[config.mk]
export PLATFORM = sky130hd
export DESIGN_NAME = uart_tx_sched
export DESIGN_NICKNAME = d
export VERILOG_FILES = /design/src/rtl/uart_tx_sched_pkg.sv /design/src/rtl/uart_tx_sched_rr_pick.sv /design/src/rtl/uart_tx_sched.sv
export SDC_FILE = /design/constraint.sdc
export NUM_CORES = 1
export LEC_CHECK = 0
export CORE_UTILIZATION = 39
export CTS_CLUSTER_DIAMETER = 40
export DETAILED_ROUTE_END_ITERATION = 12
export GPL_TIMING_DRIVEN = 0
export PLACE_DENSITY = 0.79
export SLEW_MARGIN = 20
export SYNTH_ARGS = -nofsm -noshare
export SYNTH_HDL_FRONTEND = slang
export SYNTH_HIERARCHICAL = 1
export SYNTH_SLANG_ARGS = --single-unit
[constraint.sdc]
create_clock -name clk -period 2.3 [get_ports clk]
set_input_delay 0.23 -clock clk [delete_from_list [all_inputs] [get_ports clk]]
set_output_delay 0.23 -clock clk [all_outputs]
set_load 0.005 [all_outputs]
[src/rtl/uart_tx_sched_pkg.sv]
// Shared types and constants for the UART transmit scheduler.
package uart_tx_sched_pkg;

    typedef enum logic [1:0] {
        ST_IDLE        = 2'd0,
        ST_WAIT_ACCEPT = 2'd1,
        ST_WAIT_DONE   = 2'd2
    } state_t;

    localparam logic [3:0] UART_IDLE_STA = 4'd0;
    localparam int DEFAULT_TIMEOUT_CYCLES = 262144;

endpackage

[src/rtl/uart_tx_sched_rr_pick.sv]
// Combinational round-robin selector: first set request after 'last', wrapping.
module rr_pick #(
    parameter int NUM_REQ = 4,
    parameter int ID_W    = 3
) (
    input  logic [NUM_REQ-1:0] req,
    input  logic [ID_W-1:0]    last,
    output logic               gnt_valid,
    output logic [ID_W-1:0]    gnt_id
);
    localparam int IDX_W = $clog2(NUM_REQ);

    logic [IDX_W-1:0] idx;

    // Walk offsets from farthest to nearest so the nearest hit is written last.
    always_comb begin
        gnt_valid = 1'b0;
        gnt_id    = '0;
        idx       = '0;
        for (int k = NUM_REQ; k >= 1; k--) begin
            idx = IDX_W'((int'(last) + k) % NUM_REQ);
            if (req[idx]) begin
                gnt_valid = 1'b1;
                gnt_id    = ID_W'(idx);
            end
        end
    end

endmodule

[src/rtl/uart_tx_sched.sv]
// Round-robin sharing of one UART transmitter among NUM_REQ byte producers.
// Optional per-frame watchdog enabled by defining UART_TX_SCHED_TIMEOUT_EN.
module uart_tx_sched
    import uart_tx_sched_pkg::*;
#(
    parameter int NUM_REQ        = 4,
    parameter int TIMEOUT_CYCLES = DEFAULT_TIMEOUT_CYCLES,
    parameter int ID_W           = 3
) (
    input  logic                 clk,
    input  logic                 rst,
    input  logic [NUM_REQ-1:0]   req_valid,
    input  logic [8*NUM_REQ-1:0] req_data,
    output logic [NUM_REQ-1:0]   req_ack,
    output logic                 uart_send,
    output logic [7:0]           uart_send_data,
    input  logic [3:0]           uart_send_sta,
    input  logic                 uart_send_done,
    output logic                 busy,
    output logic [ID_W-1:0]      cur_id,
    output logic                 frame_done,
    output logic                 err_timeout
);
    localparam int IDX_W = $clog2(NUM_REQ);

    state_t               state_q, state_d;
    logic [NUM_REQ-1:0]   req_ack_q, req_ack_d;
    logic                 uart_send_q, uart_send_d;
    logic [7:0]           data_q, data_d;
    logic                 busy_q, busy_d;
    logic [ID_W-1:0]      cur_id_q, cur_id_d;
    logic [ID_W-1:0]      last_q, last_d;
    logic                 frame_done_q, frame_done_d;
    logic                 err_timeout_q, err_timeout_d;

    logic                 gnt_valid;
    logic [ID_W-1:0]      gnt_id;
    logic                 capture;
    logic                 timeout_hit;
    logic [7:0]           req_bytes [NUM_REQ];

    for (genvar gi = 0; gi < NUM_REQ; gi++) begin : g_bytes
        assign req_bytes[gi] = req_data[8*gi +: 8];
    end

    rr_pick #(
        .NUM_REQ (NUM_REQ),
        .ID_W    (ID_W)
    ) u_rr_pick (
        .req       (req_valid),
        .last      (last_q),
        .gnt_valid (gnt_valid),
        .gnt_id    (gnt_id)
    );

    assign capture = (state_q == ST_IDLE) && gnt_valid;

`ifdef UART_TX_SCHED_TIMEOUT_EN
    localparam int CNT_W = $clog2(TIMEOUT_CYCLES + 1);
    logic [CNT_W-1:0] cnt_q, cnt_d;

    always_comb begin
        cnt_d = cnt_q;
        if (capture) begin
            cnt_d = '0;
        end else if (busy_q) begin
            cnt_d = cnt_q + 1'b1;
        end
    end

    always_ff @(posedge clk or posedge rst) begin
        if (rst) begin
            cnt_q <= '0;
        end else begin
            cnt_q <= cnt_d;
        end
    end

    // cnt_q counts completed busy cycles since capture; expire on the last one.
    assign timeout_hit = (cnt_q == CNT_W'(TIMEOUT_CYCLES - 1));
`else
    logic unused_timeout_cfg;
    assign unused_timeout_cfg = (TIMEOUT_CYCLES > 0);
    assign timeout_hit        = 1'b0;
`endif

    always_comb begin
        state_d       = state_q;
        req_ack_d     = '0;
        uart_send_d   = uart_send_q;
        data_d        = data_q;
        busy_d        = busy_q;
        cur_id_d      = cur_id_q;
        last_d        = last_q;
        frame_done_d  = 1'b0;
        err_timeout_d = 1'b0;
        case (state_q)
            ST_IDLE: begin
                uart_send_d = 1'b0;
                if (gnt_valid) begin
                    req_ack_d[gnt_id[IDX_W-1:0]] = 1'b1;
                    data_d      = req_bytes[gnt_id[IDX_W-1:0]];
                    cur_id_d    = gnt_id;
                    last_d      = gnt_id;
                    busy_d      = 1'b1;
                    uart_send_d = 1'b1;
                    state_d     = ST_WAIT_ACCEPT;
                end
            end
            ST_WAIT_ACCEPT: begin
                if (uart_send_sta != UART_IDLE_STA) begin
                    uart_send_d = 1'b0;
                    state_d     = ST_WAIT_DONE;
                end else if (timeout_hit) begin
                    uart_send_d   = 1'b0;
                    busy_d        = 1'b0;
                    err_timeout_d = 1'b1;
                    state_d       = ST_IDLE;
                end
            end
            ST_WAIT_DONE: begin
                uart_send_d = 1'b0;
                if (uart_send_sta == UART_IDLE_STA && uart_send_done) begin
                    frame_done_d = 1'b1;
                    busy_d       = 1'b0;
                    state_d      = ST_IDLE;
                end else if (timeout_hit) begin
                    busy_d        = 1'b0;
                    err_timeout_d = 1'b1;
                    state_d       = ST_IDLE;
                end
            end
            default: begin
                uart_send_d = 1'b0;
                busy_d      = 1'b0;
                state_d     = ST_IDLE;
            end
        endcase
    end

    always_ff @(posedge clk or posedge rst) begin
        if (rst) begin
            state_q       <= ST_IDLE;
            req_ack_q     <= '0;
            uart_send_q   <= 1'b0;
            data_q        <= '0;
            busy_q        <= 1'b0;
            cur_id_q      <= '0;
            last_q        <= ID_W'(NUM_REQ - 1);
            frame_done_q  <= 1'b0;
            err_timeout_q <= 1'b0;
        end else begin
            state_q       <= state_d;
            req_ack_q     <= req_ack_d;
            uart_send_q   <= uart_send_d;
            data_q        <= data_d;
            busy_q        <= busy_d;
            cur_id_q      <= cur_id_d;
            last_q        <= last_d;
            frame_done_q  <= frame_done_d;
            err_timeout_q <= err_timeout_d;
        end
    end

    assign req_ack        = req_ack_q;
    assign uart_send      = uart_send_q;
    assign uart_send_data = data_q;
    assign busy           = busy_q;
    assign cur_id         = cur_id_q;
    assign frame_done     = frame_done_q;
    assign err_timeout    = err_timeout_q;

endmodule

After elaboration in Yosys (flattened, before gate mapping). Cells that the tools add are included.

Multiplexer cells: 35. Bitwise logic cells: 2. Eq/ne operators: 5. Reductions and logical operators: 8. Order comparisons: 7. $add $sub $neg: 4.

Operator list (count): binary-select mux 8 bit (select 2 bit) (1); 2-to-1 mux 8 bit (2); less-than comparator 2 x 3 -> 1 bit, second input constant (5); 2-to-1 mux 1 bit (15); 2-to-1 mux 2 bit (7); binary-select mux 1 bit (select 2 bit) (4); 2-to-1 mux 4 bit (2); != test 2 bit, second input constant (3); case mux 2 bit (3 select lines) (1); AND reduction 3 bit (2); adder 2 x 1 -> 2 bit, second input constant (2); adder 2 bit, second input constant (2); logical NOT 4 bit (1); nonzero test 4 bit (1); >= comparator 3 bit, second input constant (1); NOT 2 -> 3 bit (1); case mux 1 bit (3 select lines) (1); demux 1 bit (select 2 bit) (1); == test 2 x 1 -> 1 bit, second input constant (1); == test 2 bit, second input constant (1); >= comparator 2 x 1 -> 1 bit, second input constant (1); logical AND 1 bit (2); logical NOT 2 bit (1); case mux 1 bit (2 select lines) (1); 2 further kinds (2).

Logic and storage cells: 69. Flip-flop bits (word level): 21. Bits of input ports: 43.

Depth between registers and ports, before layout. Gate-level depths: netlist of the first run.

Depth in word-level cells: 13. Depth in mapped cells: 7. Depth with buffers taken out: 5.

By module. Netlist of the first run, hierarchy kept.

Modules (own cells, without submodules): uart_tx_sched (area an instance 1096.1 um2, sequential area each 553.0 um2, instances 1, cells an instance 98); rr_pick (area an instance 102.6 um2, sequential area each 0.0 um2, instances 1, cells an instance 16).

Worst setup path before layout of the first run. Ideal clock, no wire load.

Kind: reg-to-reg. Start: register last_q[1]. End: register data_q[0], in the netlist uart_send_data[0]. Required time: 2.168 ns. Library setup time: 0.132 ns. Cell stages (with the launch flop): 6. Slack: 0.638 ns. Arrival: 1.530 ns. Cells stage by stage: dfstp_2 -> a31oi_1 -> a21oi_1 -> clkbuf_1 -> mux2i_1 -> o221ai_2.

Cells in the longest elaborated chain, start to end: 11.

RTL lines: from (decl) (line uart_tx_sched.sv:32) `logic [ID_W-1:0] last_q, last_d;`; from (signal assigned) (line uart_tx_sched.sv:149) `last_q <= ID_W'(NUM_REQ - 1);`; from (signal assigned) (line uart_tx_sched.sv:159) `last_q <= last_d;`; adder 2 x 1 -> 2 bit (line uart_tx_sched_rr_pick.sv:21) `idx = IDX_W'((int'(last) + k) % NUM_REQ);`; binary-select mux 1 bit (select 2 bit) (line uart_tx_sched_rr_pick.sv:22) `if (req[idx]) begin`; 2-to-1 mux 1 bit (not written as such) (line uart_tx_sched_rr_pick.sv:22); 2-to-1 mux 2 bit (3 in series) (line uart_tx_sched_rr_pick.sv:22); 2-to-1 mux 2 bit * (line uart_tx_sched_rr_pick.sv:22); named net gnt_id[1] (line uart_tx_sched.sv:37) `logic [ID_W-1:0] gnt_id;`; NOT 2 -> 3 bit (not written as such) * (line uart_tx_sched.sv:102) `data_d = req_bytes[gnt_id[IDX_W-1:0]];`; binary-select mux 8 bit (select 2 bit) * (line uart_tx_sched.sv:102); 2-to-1 mux 8 bit (not written as such) * (2 in series) (line uart_tx_sched.sv:102); to (signal assigned) (line uart_tx_sched.sv:156) `data_q <= data_d;`; to (decl) (line uart_tx_sched.sv:29) `logic [7:0] data_q, data_d;`.

Mark *: on every way through the listed nets, which the timed path passes. The rest lies on a longest branch. The select of a mux whose other input is x is not followed. A chain may end at the register's enable or synchronous reset.

Final worst setup path of the first run.
Start: register last_q[1]. End: register data_q[2], in the netlist uart_send_data[2].

The elaborated chain is that of the path after synthesis.

==> impl_metrics.env, run 1 <==
export IMPL_wl_per_cell_um=14.77
export IMPL_antennaDiodeCount=0
export IMPL_synth_top_area_share_pct=41.75
export IMPL_rsz0062_at_grt="no"
export IMPL_ant_nets=0
export IMPL_worstSetupStartpoint="last_q[1]"
export IMPL_p_int_uw=1264
export IMPL_antenna_found_initial=0
export IMPL_r2r_cells=5
export IMPL_dpl_cell_area_um2=1838
export IMPL_fin_skew_ns=0.01001
export IMPL_switching_share_pct=36.58
export IMPL_grt_pass1_vias=1091
export IMPL_multi_input_area_um2=556.8
export IMPL_synth_top_area_cell="dfrtp_1"
export IMPL_synthTopCellsByArea="dfrtp_1 (42%), mux2i_1 (14%), o221ai_2 (6.3%)"
export IMPL_fin_util_pct=65.90
export IMPL_insertion_delay_ns=0.32
export IMPL_top_layer="met4"
export IMPL_startpoint_type="register"
export IMPL_synthesis_area_um2=1199
export IMPL_relSlewSlack_pct=43.17
export IMPL_boundaryPins=62
export IMPL_postCtsSetupBuffers=0
export IMPL_combPwrFrac_pct=55.6
export IMPL_r2r_start="last_q[1]"
export IMPL_rows=19
export IMPL_netlist_instances=114
export IMPL_drc=4
export IMPL_outcome="finished, violations left"
export IMPL_dieArea_um2=3299
export IMPL_wl_met1_mm=1.231
export IMPL_die_w_um=57.44
export IMPL_dr_pass1_iters=8
export IMPL_power_density_nw_per_um2=1069
export IMPL_rr_endpoint="uart_send_data[2]"
export IMPL_fillers=231
export IMPL_gp_congestion=0.7605
export IMPL_min_period_over_period_pct=86.22
export IMPL_p_switching_uw=728.9
export IMPL_clock_fmax_mhz=504.3
export IMPL_power_frac_clock_pct=9.5
export IMPL_ys_ff_latch=22
export IMPL_grt_max_degree=23
export IMPL_h_tree_depth=1
export IMPL_viasPerCell=5.182
export IMPL_clock_sinks=22
export IMPL_cts_max_path_buffers=2
export IMPL_setup_violations_final=0
export IMPL_numCtsBuffers=3
export IMPL_drt_iter0_drc=16
export IMPL_nNetsFinal=222
export IMPL_p_leak_uw=0.0008391
export IMPL_critPathMaxFanout=10
export IMPL_wl_met2_mm=1.657
export IMPL_gr_total_overflow=0
export IMPL_finalMaxSlewViolations=0
export IMPL_grt_pass1_wl_mm=4.830
export IMPL_failed_checks="DRC"
export IMPL_grt_use_total_pct=19.39
export IMPL_synth_cell_types=27
export IMPL_r2r_slack_ns=0.32
export IMPL_worst_pin_slew_ns=0.8515
export IMPL_cts_tree="done"
export IMPL_wl_met3_um=149
export IMPL_worstSetupPathType="reg2reg"
export IMPL_crit_required_ns=2.49
export IMPL_die_h_um=57.44
export IMPL_port_buffers=60
export IMPL_cts_resized_gates=0
export IMPL_ys_seq_area_share_pct=46.14
export IMPL_syn_to_final_growth_pct=55.53
export IMPL_drive_above_1_share_pct=13.48
export IMPL_hpwl_mm=2.443
export IMPL_finish_instance_area_um2=1864
export IMPL_period_needed_ns=1.983
export IMPL_syn_nets=157
export IMPL_regArea_um2=553.0
export IMPL_maxCapViolations=0
export IMPL_hold_class="in2async"
export IMPL_hold_violations=0
export IMPL_ctsRootBufferMaster="clkbuf_4"
export IMPL_ir_drop_mv=0.5602
export IMPL_p_seq_share_pct=35.0
export IMPL_drt_total_wl_mm=3.086
export IMPL_vias=1083
export IMPL_start_util_pct=42.37
export IMPL_end_kind="register"
export IMPL_setup_tns_ns=0
export IMPL_crit_arrival_ns=2.18
export IMPL_cts_hold_buffers=0
export IMPL_postSynthAreaPerCell_um2=10.51
export IMPL_clkTransAtPathRegs_ns=0.13
export IMPL_yosysWarnings=6
export IMPL_placeableCoreArea_um2=2829
## placed cells by master, fill, tap and decap left out, types with 2 or more instances in the layout
cell / Yosys / layout
clkdlybuf4s50_1: 0 / 60
dfrtp_1: 20 / 20
nand2_1: 19 / 19
mux2i_1: 17 / 17
nand2b_1: 6 / 6
nor2_1: 6 / 6
a21oi_1: 5 / 5
o221ai_2: 5 / 5
nand2_2: 4 / 4
inv_1: 4 / 4
o221ai_1: 4 / 4
buf_4: 3 / 3
clkbuf_4: 0 / 3
a21o_1: 2 / 2
buf_2: 2 / 2
buf_6: 2 / 2
clkbuf_1: 1 / 2
conb_1: 2 / 2
dfstp_2: 2 / 2
## power groups by stage
| stage | clock network [uW] | logic [uW] | registers (uW) |
|---|---|---|---|
| 6_report | 189 | 1110 | 697 |
| 5_1_grt | 204 | 1210 | 717 |
| 4_1_cts | 190 | 1120 | 696 |
| 3_5_place_dp | 0 | 1120 | 704 |
| 3_3_place_gp | 0 | 1070 | 696 |
| 2_1_floorplan | 0 | 631 | 697 |
## registers in the layout, indices dropped and copies added (netlist names)
register / count
frame_done: 1
cur_id: 3
last_q: 2
busy: 1
state_q: 2
uart_send: 1
uart_send_data: 8
req_ack: 4
## logic make-up (layout without fill, tap and decap cells)
logic type             count (synthesis)  in the layout  share of synthesized area (%)
muxes                                 17             17                          14.20
buffers and inverters                 13             77                          7.410
AOI/OAI and AO/OA                     19             19                          14.20
and+or+nand+nor                       41             41                          17.43
DFF                                   22             22                          46.14
other                                  2              2                         0.6265
## worst max-delay path, cell delays in order (launching register included)
cell and delay (ns):
dfstp_2 0.61, a31oi_1 0.10, a21oi_1 0.15, clkbuf_1 0.52
mux2i_1 0.30, o221ai_1 0.16
## worst max-delay path by stage
stage | end | slack, ns | depth (start not counted)
floorplan | uart_send_data[0] | 0.64 | 5
global placement | uart_send_data[5] | 0.19 | 7
detailed placement | uart_send_data[2] | 0.05 | 7
CTS | uart_send_data[2] | 0.31 | 5
global route | uart_send_data[2] | 0.16 | 5
finish | uart_send_data[2] | 0.32 | 5
## through the flow
| stage | total power, uW | setup slack [ns] | hold slack [ns] | cells |
|---|---|---|---|---|
| 2_1_floorplan | 1329 | 0.6381 | 0.2177 | 114 |
| 3_3_place_gp | 1770 | 0.1894 | 0.4651 | 205 |
| 3_5_place_dp | 1825 | 0.04982 | 0.4696 | 205 |
| 4_1_cts | 2011 | 0.3082 | 0.3972 | 209 |
| 5_1_grt | 2132 | 0.1642 | 0.4559 | 209 |
| 6_report | 1993 | 0.3169 | 0.3735 | 209 |
## synthesized netlist by cell type
library cell  number
nor3b_2            1
o21ai_0            1
o221ai_2           5
nand2_1           19
nand2_2            4
a21oi_2            1
inv_1              4
or3b_1             1
buf_6              2
dfstp_2            2
buf_2              2
and2b_1            1
a31oi_1            1
dfrtp_1           20
clkbuf_1           1
a21oi_1            5
nor3b_1            1
a21o_1             2
mux2i_1           17
buf_8              1
nand2b_1           6
and4b_1            1
conb_1             2
nor4_1             1
nor2_1             6
buf_4              3
o221ai_1           4
## layer usage
metal  track usage (%)  vias to the layer above
met5                 0                        -
met4             5.575                        0
met2             33.39                       32
li1                  -                      520
met1             23.30                      525
met3             5.896                        6
## final cells by class
class                      count  share of cell area (%)
buffer                         9                   3.960
timing repair buffer          60                   32.21
multi-input combinational     79                   29.87
inverter                       4                  0.8054
tap                           31                   2.081
clock buffer                   4                   1.409
sequential                    22                   29.66
Power figures use the tool's default switching activity.
==> run 2: changes to the inputs <==
--- a/config.mk
+++ b/config.mk
@@ -5,6 +5,7 @@
 export SDC_FILE = /design/constraint.sdc
 export NUM_CORES = 1
 export LEC_CHECK = 0
+export CORE_MARGIN = 2
 export CORE_UTILIZATION = 39
 export CTS_CLUSTER_DIAMETER = 40
 export DETAILED_ROUTE_END_ITERATION = 12
==> impl_metrics.env, run 2 (synthesized netlist as in run 1, its figures left out) <==
export IMPL_outcome="complete, no violations"
export IMPL_placeableCoreArea_um2=2978
export IMPL_cts_tree="done"
export IMPL_wl_per_cell_um=14.47
export IMPL_rows=20
export IMPL_syn_to_final_growth_pct=57.93
export IMPL_cts_hold_buffers=0
export IMPL_fillers=246
export IMPL_ir_drop_mv=0.4875
export IMPL_dpl_cell_area_um2=1841
export IMPL_numCtsBuffers=3
export IMPL_maxCapViolations=0
export IMPL_cpMaxStageDelayCell="dfstp_2"
export IMPL_gp_congestion=0.7123
export IMPL_finish_instance_area_um2=1893
export IMPL_clkTransAtPathRegs_ns=0.13
export IMPL_drc=0
export IMPL_gr_total_overflow=0
export IMPL_setup_tns_ns=0
export IMPL_dieArea_um2=3533
export IMPL_fin_util_pct=63.57
export IMPL_port_buffers=60
export IMPL_die_w_um=59.44
export IMPL_grt_use_total_pct=18.68
export IMPL_crit_chain="a31oi_1 -> a21oi_1 -> clkbuf_1 -> mux2i_1 -> o221ai_2"
export IMPL_final_cell_mix="clkdlybuf4s50_1 (60), dfrtp_1 (20), nand2_1 (19)"
export IMPL_ant_nets=0
export IMPL_power_density_nw_per_um2=1103
export IMPL_max_stage_delay_ns=0.60
export IMPL_antenna_found_initial=0
export IMPL_p_seq_share_pct=33.6
export IMPL_switching_share_pct=34.32
export IMPL_drive_above_1_share_pct=14.04
export IMPL_crit_required_ns=2.49
export IMPL_nNetsFinal=222
export IMPL_drt_total_wl_mm=3.053
export IMPL_min_period_over_period_pct=83.39
export IMPL_grt_max_degree=23
export IMPL_end_kind="register"
export IMPL_cpLargestDelayFamily="flip-flops"
export IMPL_rsz0062_at_grt="no"
export IMPL_fin_total_pwr_uw=2089
export IMPL_startpoint_type="register"
export IMPL_p_leak_uw=0.0008521
export IMPL_period_needed_ns=1.918
export IMPL_start_util_pct=40.25
export IMPL_power_frac_clock_pct=14.1
export IMPL_cts_resized_gates=0
export IMPL_insertion_delay_ns=0.31
export IMPL_final_common_cell="clkdlybuf4s50_1"
export IMPL_cts_max_path_buffers=2
export IMPL_die_h_um=59.44
export IMPL_relSlewSlack_pct=46.34
export IMPL_dr_pass1_iters=4
export IMPL_vias=1085
export IMPL_boundaryPins=62
export IMPL_grt_pass1_wl_mm=4.947
export IMPL_hold_class="in2async"
export IMPL_p_int_uw=1372
export IMPL_antennaDiodeCount=0
export IMPL_worstSetupPathType="reg2reg"
export IMPL_grt_pass1_vias=1127
export IMPL_crit_arrival_ns=2.11
export IMPL_viasPerCell=5.142
export IMPL_drt_iter0_drc=22
export IMPL_clock_fmax_mhz=521.4
export IMPL_ctsRootBufferMaster="clkbuf_4"
export IMPL_hold_violations=0
export IMPL_worst_pin_slew_ns=0.8041
export IMPL_p_switching_uw=716.8
export IMPL_path_buf_inv=1
export IMPL_h_tree_depth=1
export IMPL_setup_violations_final=0
export IMPL_postCtsSetupBuffers=0
export IMPL_finalMaxSlewViolations=0
export IMPL_critPathMaxFanout=10
export IMPL_hpwl_mm=2.337
export IMPL_clock_sinks=22
export IMPL_largest_reg_flops=8
export IMPL_combPwrFrac_pct=52.3
export IMPL_fin_skew_ns=0.01264
## run 2: through the flow
stage	hold slack [ns]	setup slack (ns)	cells
floorplan	0.2177	0.6381	114
global placement	0.4629	0.2041	207
detailed placement	0.4670	0.1414	207
CTS	0.3900	0.3712	211
global route	0.4491	0.2852	211
finish	0.3581	0.3820	211
## run 2: path summary, 6_finish.rpt
path                                start  slack, ns  cells past startpoint                 to
worst max-delay path            last_q[1]       0.38                      5  uart_send_data[6]
min in group clk                cur_id[1]       0.49                      2          cur_id[1]
worst max register to register  last_q[1]       0.38                      5  uart_send_data[6]
worst min-delay path                  rst       0.36                      2         req_ack[0]
max in group asynchronous             rst       1.44                      2         state_q[1]
worst min register to register  cur_id[1]       0.49                      2          cur_id[1]
## run 2: area by class of cell
cell class	count	area, um2	share of cell area, %
multi-input cells	79	556.8	29.41
clock inverters	1	30.03	1.586
flip-flops and latches	22	553.0	29.21
clock buffers	3	22.52	1.190
inverters	4	15.01	0.7931
plain buffers	9	73.82	3.900
well taps	33	41.29	2.181
repair buffers	60	600.6	31.72
## run 2: layer usage
layer	vias up	wire length (um)	track usage, %
li1	519	-	-
met1	519	1222	21.59
met2	41	1598	34.38
met3	6	157	1.528
met4	0	74	8.766
met5	-	0	0
## run 2: power groups by stage
stage	Sequential [uW]	Clock, uW	Combinational [uW]
final	702	295	1090
after global routing	728	313	1190
after CTS	702	300	1110
after detailed placement	707	0	1100
after global placement	701	0	1070
after floorplan	697	0	631
## run 2: worst register-to-register path, delay by kind of cell (launching register included)
| kind | cells | cell delay [ns] |
|---|---|---|
| AOI/OAI and AO/OA | 3 | 0.36 |
| buffers and inverters | 1 | 0.54 |
| DFF | 1 | 0.60 |
| muxes | 1 | 0.29 |
